<file path="config.mk">
export PLATFORM = sky130hd
export DESIGN_NAME = cp0_irq_timer
export DESIGN_NICKNAME = d
export VERILOG_FILES = /design/src/rtl/cp0_irq_timer.sv
export SDC_FILE = /design/constraint.sdc
export NUM_CORES = 1
export LEC_CHECK = 0
export ABC_AREA = 1
export CORE_AREA = 2 2 127 104
export DETAILED_ROUTE_END_ITERATION = 16
export DIE_AREA = 0 0 129 106
export GPL_TIMING_DRIVEN = 0
export PLACE_DENSITY = 0.86
export SETUP_SLACK_MARGIN = 0.15
export SYNTH_ARGS = -nofsm -noshare
export SYNTH_HDL_FRONTEND = slang
export SYNTH_SLANG_ARGS = --single-unit
</file>
<file path="constraint.sdc">
create_clock -name clk -period 5.6 [get_ports clk]
set_input_delay 1.4 -clock clk [delete_from_list [all_inputs] [get_ports clk]]
set_output_delay 1.4 -clock clk [all_outputs]
set_load 0.01 [all_outputs]
</file>
<file path="src/rtl/cp0_irq_timer.sv">
// Interrupt controller with software, hardware and count/compare timer lines.
// Selects the highest-index pending, unmasked line as the interrupt vector.
module cp0_irq_timer #(
   parameter int N_HW  = 5,
   parameter int N_TMR = 1,
   parameter int CNT_W = 32
) (
   input  logic             clk,
   input  logic             rst,
   input  logic             we,
   input  logic [3:0]       addr,
   input  logic [31:0]      wdata,
   output logic [31:0]      rdata,
   input  logic [N_HW-1:0]  hw_irq,
   input  logic             int_enable,
   output logic             irq,
   output logic [3:0]       irq_vec,
   input  logic             irq_ack,
   input  logic             eret
);

   localparam int N_LINE   = 2 + N_HW + N_TMR;
   localparam int HW_BASE  = 2;
   localparam int TMR_BASE = 2 + N_HW;

   localparam logic [3:0] A_MASK = 4'd0;
   localparam logic [3:0] A_PEND = 4'd1;
   localparam logic [3:0] A_EDGE = 4'd2;
   localparam logic [3:0] A_CLR  = 4'd3;
   localparam logic [3:0] A_TCTL = 4'd12;

   logic [N_LINE-1:0] mask;
   logic [N_LINE-1:0] pend;
   logic [N_LINE-1:0] pend_set;
   logic [N_LINE-1:0] pend_clr;
   logic [N_LINE-1:0] pend_n;
   logic [N_LINE-1:0] active;
   logic [N_HW-1:0]   edge_mode;
   logic [N_HW-1:0]   hw_q;
   logic [N_HW-1:0]   hw_rise;
   logic [N_TMR-1:0]  tmr_en;
   logic [N_TMR-1:0]  tmr_rld;
   logic [N_TMR-1:0]  tmr_hit;
   logic [N_TMR-1:0]  wr_count;
   logic [N_TMR-1:0]  wr_compare;
   logic [CNT_W-1:0]  count   [N_TMR];
   logic [CNT_W-1:0]  compare [N_TMR];
   logic [7:0]        tctl_rd;
   logic [31:0]       rd_val;
   logic              ack_ok;

   assign hw_rise = hw_irq & ~hw_q;
   assign active  = pend & mask;
   assign ack_ok  = irq_ack & irq;

   // Winning line: later iterations override earlier ones, so the highest index wins.
   // NOTE: irq_vec gets its default before the loop so no path leaves it unassigned (no latch).
   always_comb begin
      irq_vec = '0;
      for (int i = 0; i < N_LINE; i++) begin
         if (active[i]) irq_vec = 4'(i);
      end
   end

   // Gated by rst so the line stays quiet while the pending state is being cleared.
   assign irq = ~rst & (|active) & int_enable;

   always_comb begin
      for (int t = 0; t < N_TMR; t++) begin
         wr_count[t]   = we && (addr == 4'(4 + 2 * t));
         wr_compare[t] = we && (addr == 4'(5 + 2 * t));
         tmr_hit[t]    = tmr_en[t] && (count[t] == compare[t]);
      end
   end

   // NOTE: every clear source is collected first and every set source is OR-ed in last,
   // so an event arriving in the same cycle as a clear is never lost.
   always_comb begin
      pend_set = '0;
      pend_clr = '0;
      if (we && addr == A_PEND) begin
         pend_set[1:0] = wdata[1:0];
         pend_clr[1:0] = ~wdata[1:0];
      end
      if (eret) pend_clr[1:0] = 2'b11;
      if (we && addr == A_CLR) pend_clr = pend_clr | wdata[N_LINE-1:0];
      for (int i = 0; i < N_LINE; i++) begin
         if (ack_ok && irq_vec == 4'(i)) pend_clr[i] = 1'b1;
      end
      for (int i = 0; i < N_HW; i++) begin
         pend_set[HW_BASE + i] = edge_mode[i] & hw_rise[i];
      end
      for (int t = 0; t < N_TMR; t++) begin
         if (wr_compare[t]) pend_clr[TMR_BASE + t] = 1'b1;
         pend_set[TMR_BASE + t] = tmr_hit[t];
      end
      pend_n = (pend & ~pend_clr) | pend_set;
      // Level lines simply track the sampled input; clears cannot touch them.
      for (int i = 0; i < N_HW; i++) begin
         if (!edge_mode[i]) pend_n[HW_BASE + i] = hw_q[i];
      end
   end

   // NOTE: sequential state uses non-blocking assignments so all registers see pre-edge values.
   always_ff @(posedge clk) begin
      if (rst) begin
         mask      <= '0;
         pend      <= '0;
         edge_mode <= '0;
         hw_q      <= '0;
         tmr_en    <= '0;
         tmr_rld   <= '0;
      end else begin
         hw_q <= hw_irq;
         pend <= pend_n;
         if (we && addr == A_MASK) mask <= wdata[N_LINE-1:0];
         if (we && addr == A_EDGE) edge_mode <= wdata[N_HW-1:0];
         if (we && addr == A_TCTL) begin
            tmr_en  <= wdata[N_TMR-1:0];
            tmr_rld <= wdata[4 +: N_TMR];
         end
      end
   end

   // NOTE: the timer arrays are small register banks, not RAM, so they are reset explicitly.
   always_ff @(posedge clk) begin
      if (rst) begin
         for (int t = 0; t < N_TMR; t++) begin
            count[t]   <= '0;
            compare[t] <= '0;
         end
      end else begin
         for (int t = 0; t < N_TMR; t++) begin
            if (wr_count[t]) begin
               count[t] <= wdata[CNT_W-1:0];
            end else if (tmr_en[t]) begin
               if (tmr_hit[t] && tmr_rld[t]) count[t] <= '0;
               else                          count[t] <= count[t] + CNT_W'(1);
            end
            if (wr_compare[t]) compare[t] <= wdata[CNT_W-1:0];
         end
      end
   end

   always_comb begin
      tctl_rd = '0;
      tctl_rd[N_TMR-1:0]  = tmr_en;
      tctl_rd[4 +: N_TMR] = tmr_rld;
   end

   always_comb begin
      rd_val = '0;
      case (addr)
         A_MASK:  rd_val = 32'(mask);
         A_PEND:  rd_val = 32'(pend);
         A_EDGE:  rd_val = 32'(edge_mode);
         A_TCTL:  rd_val = 32'(tctl_rd);
         default: rd_val = '0;
      endcase
      for (int t = 0; t < N_TMR; t++) begin
         if (addr == 4'(4 + 2 * t)) rd_val = 32'(count[t]);
         if (addr == 4'(5 + 2 * t)) rd_val = 32'(compare[t]);
      end
   end

   always_ff @(posedge clk) begin
      if (rst) rdata <= '0;
      else     rdata <= rd_val;
   end

endmodule

</file>
After elaboration in Yosys (flattened, before gate mapping). Memories as Yosys holds them, arrays and structs flattened. Index checks and enable logic that the tools add are counted.

Flip-flop bits (word level): 60. RAM bits: 64. Output and inout bits: 37. Logic and storage cells: 119. Input bits: 47. Memories kept: 2.

Memories: compare (depth 1, width 32, rd ports 1, clocked after memory_dff 0, write ports 1, line 47) `logic [CNT_W-1:0] compare [N_TMR];`; count (depth 1, width 32, rd ports 1, clocked after memory_dff 0, write ports 1, line 46) `logic [CNT_W-1:0] count [N_TMR];`.

Bitwise operators: 17. Reductions and logical operators: 24. Equal/unequal tests: 14. Mux-type cells: 54. $add $sub $neg: 1.

Operator list (count): 32-bit 2-to-1 mux (6); 32-bit OR reduction (4); 1-bit 2-to-1 mux (37); 32-bit by 1-bit adder with 32-bit output (second input constant) (1); 32-bit equality test (1); 8-bit one-hot mux with 4 select lines (1); 4-bit by 3-bit equality test with 1-bit output (second input constant) (6); 4-bit 2-to-1 mux (6); 1-bit logical AND (17); 8-bit AND (2); 4-bit by 2-bit equality test with 1-bit output (second input constant) (4); 1-bit AND (8); 4-bit by 1-bit equality test with 1-bit output (second input constant) (2); 4-bit zero test (2); 8-bit 2-to-1 mux (1); 8-bit inverter (1); 2-bit by 8-bit OR with 8-bit output (1); 8-bit OR (1); 8-bit OR reduction (1); 2-bit 2-to-1 mux (3); 5-bit AND (1); 5-bit inverter (1); 4-bit equality test (second input constant) (1); 2-bit inverter (1); 1-bit inverter (1).

Logic depth before layout (Yosys ltp).
Depth after elaboration: 16. Depth in mapped cells: 13. Gate-level depth less buffers: 11.

Worst setup path before layout. OpenSTA, ideal clock, no wires.

Kind: in2reg. Start point: input port addr[2]. End point: memory compare[0][0] (enable). Data required time: 5134 ps. Slack: 870 ps. Cell stages on the path: 6. Setup time: 466 ps. Path buffers: 2. Arrival: 4264 ps. Cell sequence: inv_1 > nor2_1 > buf_4 > nand2_1 > clkbuf_1 > o21ai_0.

Longest elaborated chain between the ends: 7.

Ends and longest elaborated chain: start, declared (line 11) `input logic [3:0] addr,`; 4-bit by 3-bit equality test with 1-bit output (*) (line 71) `wr_compare[t] = we && (addr == 4'(5 + 2 * t));`; 1-bit logical AND (*) (line 71); 1-bit 2-to-1 mux (*) (line 140) `if (wr_compare[t]) compare[t] <= wdata[CNT_W-1:0];`; 1-bit 2-to-1 mux (*) (line 127) `if (rst) begin`; 1-bit 2-to-1 mux (implied by the code) (*) (line 140); 32-bit OR reduction (no source line); 1-bit 2-to-1 mux (no source line) (*); end, declared (line 47).

Every way passes the cells marked *; elsewhere a longest branch is shown, timed or not.

Final worst setup path.
Start point: input port int_enable. End point: output port irq.

Longest elaborated chain between the ends: 1.

Ends and longest elaborated chain: start, declared (line 15) `input logic int_enable,`; 1-bit AND (line 66) `assign irq = ~rst & (|active) & int_enable;`; end, declared (line 16) `output logic irq,`.

Every way passes these cells.

==> impl_metrics.ini <==
[route]
drc = 0
postRouteAntennaNets = 0
viasPerCell = 5.600
drtPass1Iterations = 7
routed_wl_mm = 21.62
drtIter0Drc = 882
drt-wirelength-per-cell_um = 18.04
vias = 6709

[synthesis]
ys_ff_latch = 124
syn_area_per_cell_um2 = 7.466
ys_seq_area_share_pct = 46.02
synth_edf_count = 64
yosysMostFrequentCell = nand2_1
synth_async_sr_flop_share_pct = 0
yosysUniqueCellTypes = 40
syn_nets = 957
ys.warnings.count = 0
synth_top_area_share_pct = 28.32
synthTopCellsByArea = edfxtp_1 (28%), dfxtp_1 (18%), nand2_1 (13%)
netlist_area_um2 = 6787
synth_cells = 909
ys_top_cells_by_count = nand2_1 (239), inv_1 (108), nor2_1 (99)
ys.flop_type = edfxtp_1
yosys.area.top_type = edfxtp_1

[critical_path]
cp-start-kind = primary input
startpoint = int_enable
crit_fanout = 2
slowest_stage = clkdlybuf4s50_1
cp_cell_sequence = clkdlybuf4s50_1 > inv_1 > nor2_1 > a21boi_0 > clkdlybuf4s50_1
cp_num_buf_inv = 3
crit_path_end_kind = output port
critPathTopFamily = buffers and inverters
path_depth = 5
cpPeakStageDelay_ns = 0.56
crit_top_cell = clkdlybuf4s50_1
worstPathRequired_ns = 4.20
reg2regPathDepth = 8
rr_startpoint = count[0][6]
worst_ep_arrival_time_ns = 2.78
path_class = in2out

[floorplanning]
start_util_pct = 54.09
dieArea_um2 = 13670
die_x_um = 129
die_h_um = 106
rows = 37
io_pins = 84
core_um2 = 12550

[cts]
cts_tree = done
post-cts-setup-buffers = 0
cts_sinks = 124
hold_buffers = 0
clkSlewWorstSetupHoldPaths_ns = 0.06
ctsHtreeMaxLevel = 4
clock-root-buffer = clkbuf_16
post_cts_resized = 0
cts_made_buffers = 17
clock_path_buffers = 2
clk_latency_ns = 0.42

[layout]
syn_to_final_growth_pct = 24.52
fillers = 1071
drive_above_1_share_pct = 9.189
diodes = 0
nNetsFinal = 1058

[sta]
fmax_mhz = 239.4
relSlewSlack_pct = 38.15
setup_tns_ns = 0
finalCriticalPeriod_ns = 4.177
worst_pin_slew_ns = 0.9266
rsz0062_at_grt = no
period_share_pct = 74.59
skew_ns = 0.008782
report.final.hold_viol_count = 0
finalSetupViolCount = 0
slew_violations = 0

[power_and_ir_drop]
p_total_uw = 2348
p_per_area_nw_per_um2 = 277.9
peakVddDrop_uv = 421.7
leakage_uw = 0.003527

[global_route]
grt_first_pass_wirelength_mm = 33.71
track_usage_pct = 32.80
grt_max_degree = 33
grt_pass1_vias = 6116
grt_antenna_before_repair = 0
overflow = 0

[placement]
portBuffers = 81
dpl.hpwl_mm = 16.24
place_congestion = 1.007

[job]
maxCapViolCount = 0

[hold_path]
holdPathStages = 2
hold_start = mask[7]
hp-class = reg2reg

[run_status]
status = finished clean
area by class of cell:
cell class                 instances  area [um^2]  share of cell area [%]
timing repair buffer              82        838.3                   9.920
tap                              175        219.0                   2.591
inverter                         125        469.2                   5.552
multi-input combinational        619         2984                   35.31
buffer                            41        226.5                   2.680
clock buffer                      20        500.5                   5.922
sequential                       124         3123                   36.96
clock inverter                    12        90.09                   1.066
where the power goes:
part	internal, uW	total, uW	switching, uW
combinational	82.7	218	135
clock	654	1100	446
sequential	994	1030	36.7
total	1730	2350	618
state kept, by name, indices dropped and copies added, names as in the netlist:
signal     flops
pend           8
hw_q           5
edge_mode      5
compare       32
count         32
rdata         32
tmr_en         1
mask           8
tmr_rld        1
tightest hold or removal path: cells and delay by family, from the launching register on:
kind,cells,cell delay (ns)
DFF,1,0.32
buffers and inverters,1,0.07
AOI/OAI and AO/OA,1,0.06
cell usage in the layout (no fill, tap or decap), types with 3 or more instances in the layout:
| cell | count |
|---|---|
| inv_1 | 108 |
| nor2_4 | 6 |
| nand2_2 | 3 |
| nand4_1 | 41 |
| nor2_2 | 3 |
| dfxtp_1 | 60 |
| o21ai_1 | 12 |
| clkdlybuf4s50_1 | 81 |
| buf_4 | 5 |
| inv_4 | 3 |
| nand2_1 | 239 |
| a21oi_1 | 63 |
| o21a_1 | 3 |
| clkbuf_1 | 16 |
| nand3_1 | 53 |
| inv_6 | 6 |
| clkbuf_16 | 20 |
| o22ai_1 | 10 |
| o21ai_0 | 28 |
| xor2_1 | 22 |
| nor2_1 | 99 |
| buf_2 | 11 |
| buf_6 | 5 |
| edfxtp_1 | 64 |
| inv_2 | 17 |
| a31oi_1 | 5 |
| nor3_1 | 5 |
| nand3_2 | 4 |
| xnor2_1 | 6 |
worst paths after layout:
kind | end | slack, ns
max | irq | 1.42
min | mask[7] | 0.49
max reg2reg | count[0][12] | 2.76
min reg2reg | mask[7] | 0.49
cell families after synthesis:
logic type                 share of synthesized area, %
AOI/OAI and AO/OA                                 9.956
xor gates and xnor gates                          3.613
adders and majority gates                        0.1843
buffers and inverters                             10.25
DFF                                               46.02
other                                           0.05526
and+or+nand+nor                                   29.92
per-layer routing:
layer	track usage [%]	up-vias	routed length (um)
li1	-	3164	-
met1	51.07	3105	9930
met2	44.29	411	8868
met3	9.763	29	2521
met4	7.531	0	297
met5	0	-	0
per-stage QoR:
step	cell area (um^2)	setup WS [ns]	util (%)	hold WS, ns	instances
finish	8451	1.423	67.36	0.4925	1198
global route	8451	1.327	67.36	0.5113	1198
CTS	8451	1.418	67.36	0.4854	1198
detailed placement	7860	1.420	62.65	0.4735	1166
global placement	7816	-1.106	62.30	0.4722	1165
floorplan	6787	0.8704	-	0.4393	909
Power figures use the tool's default switching activity.
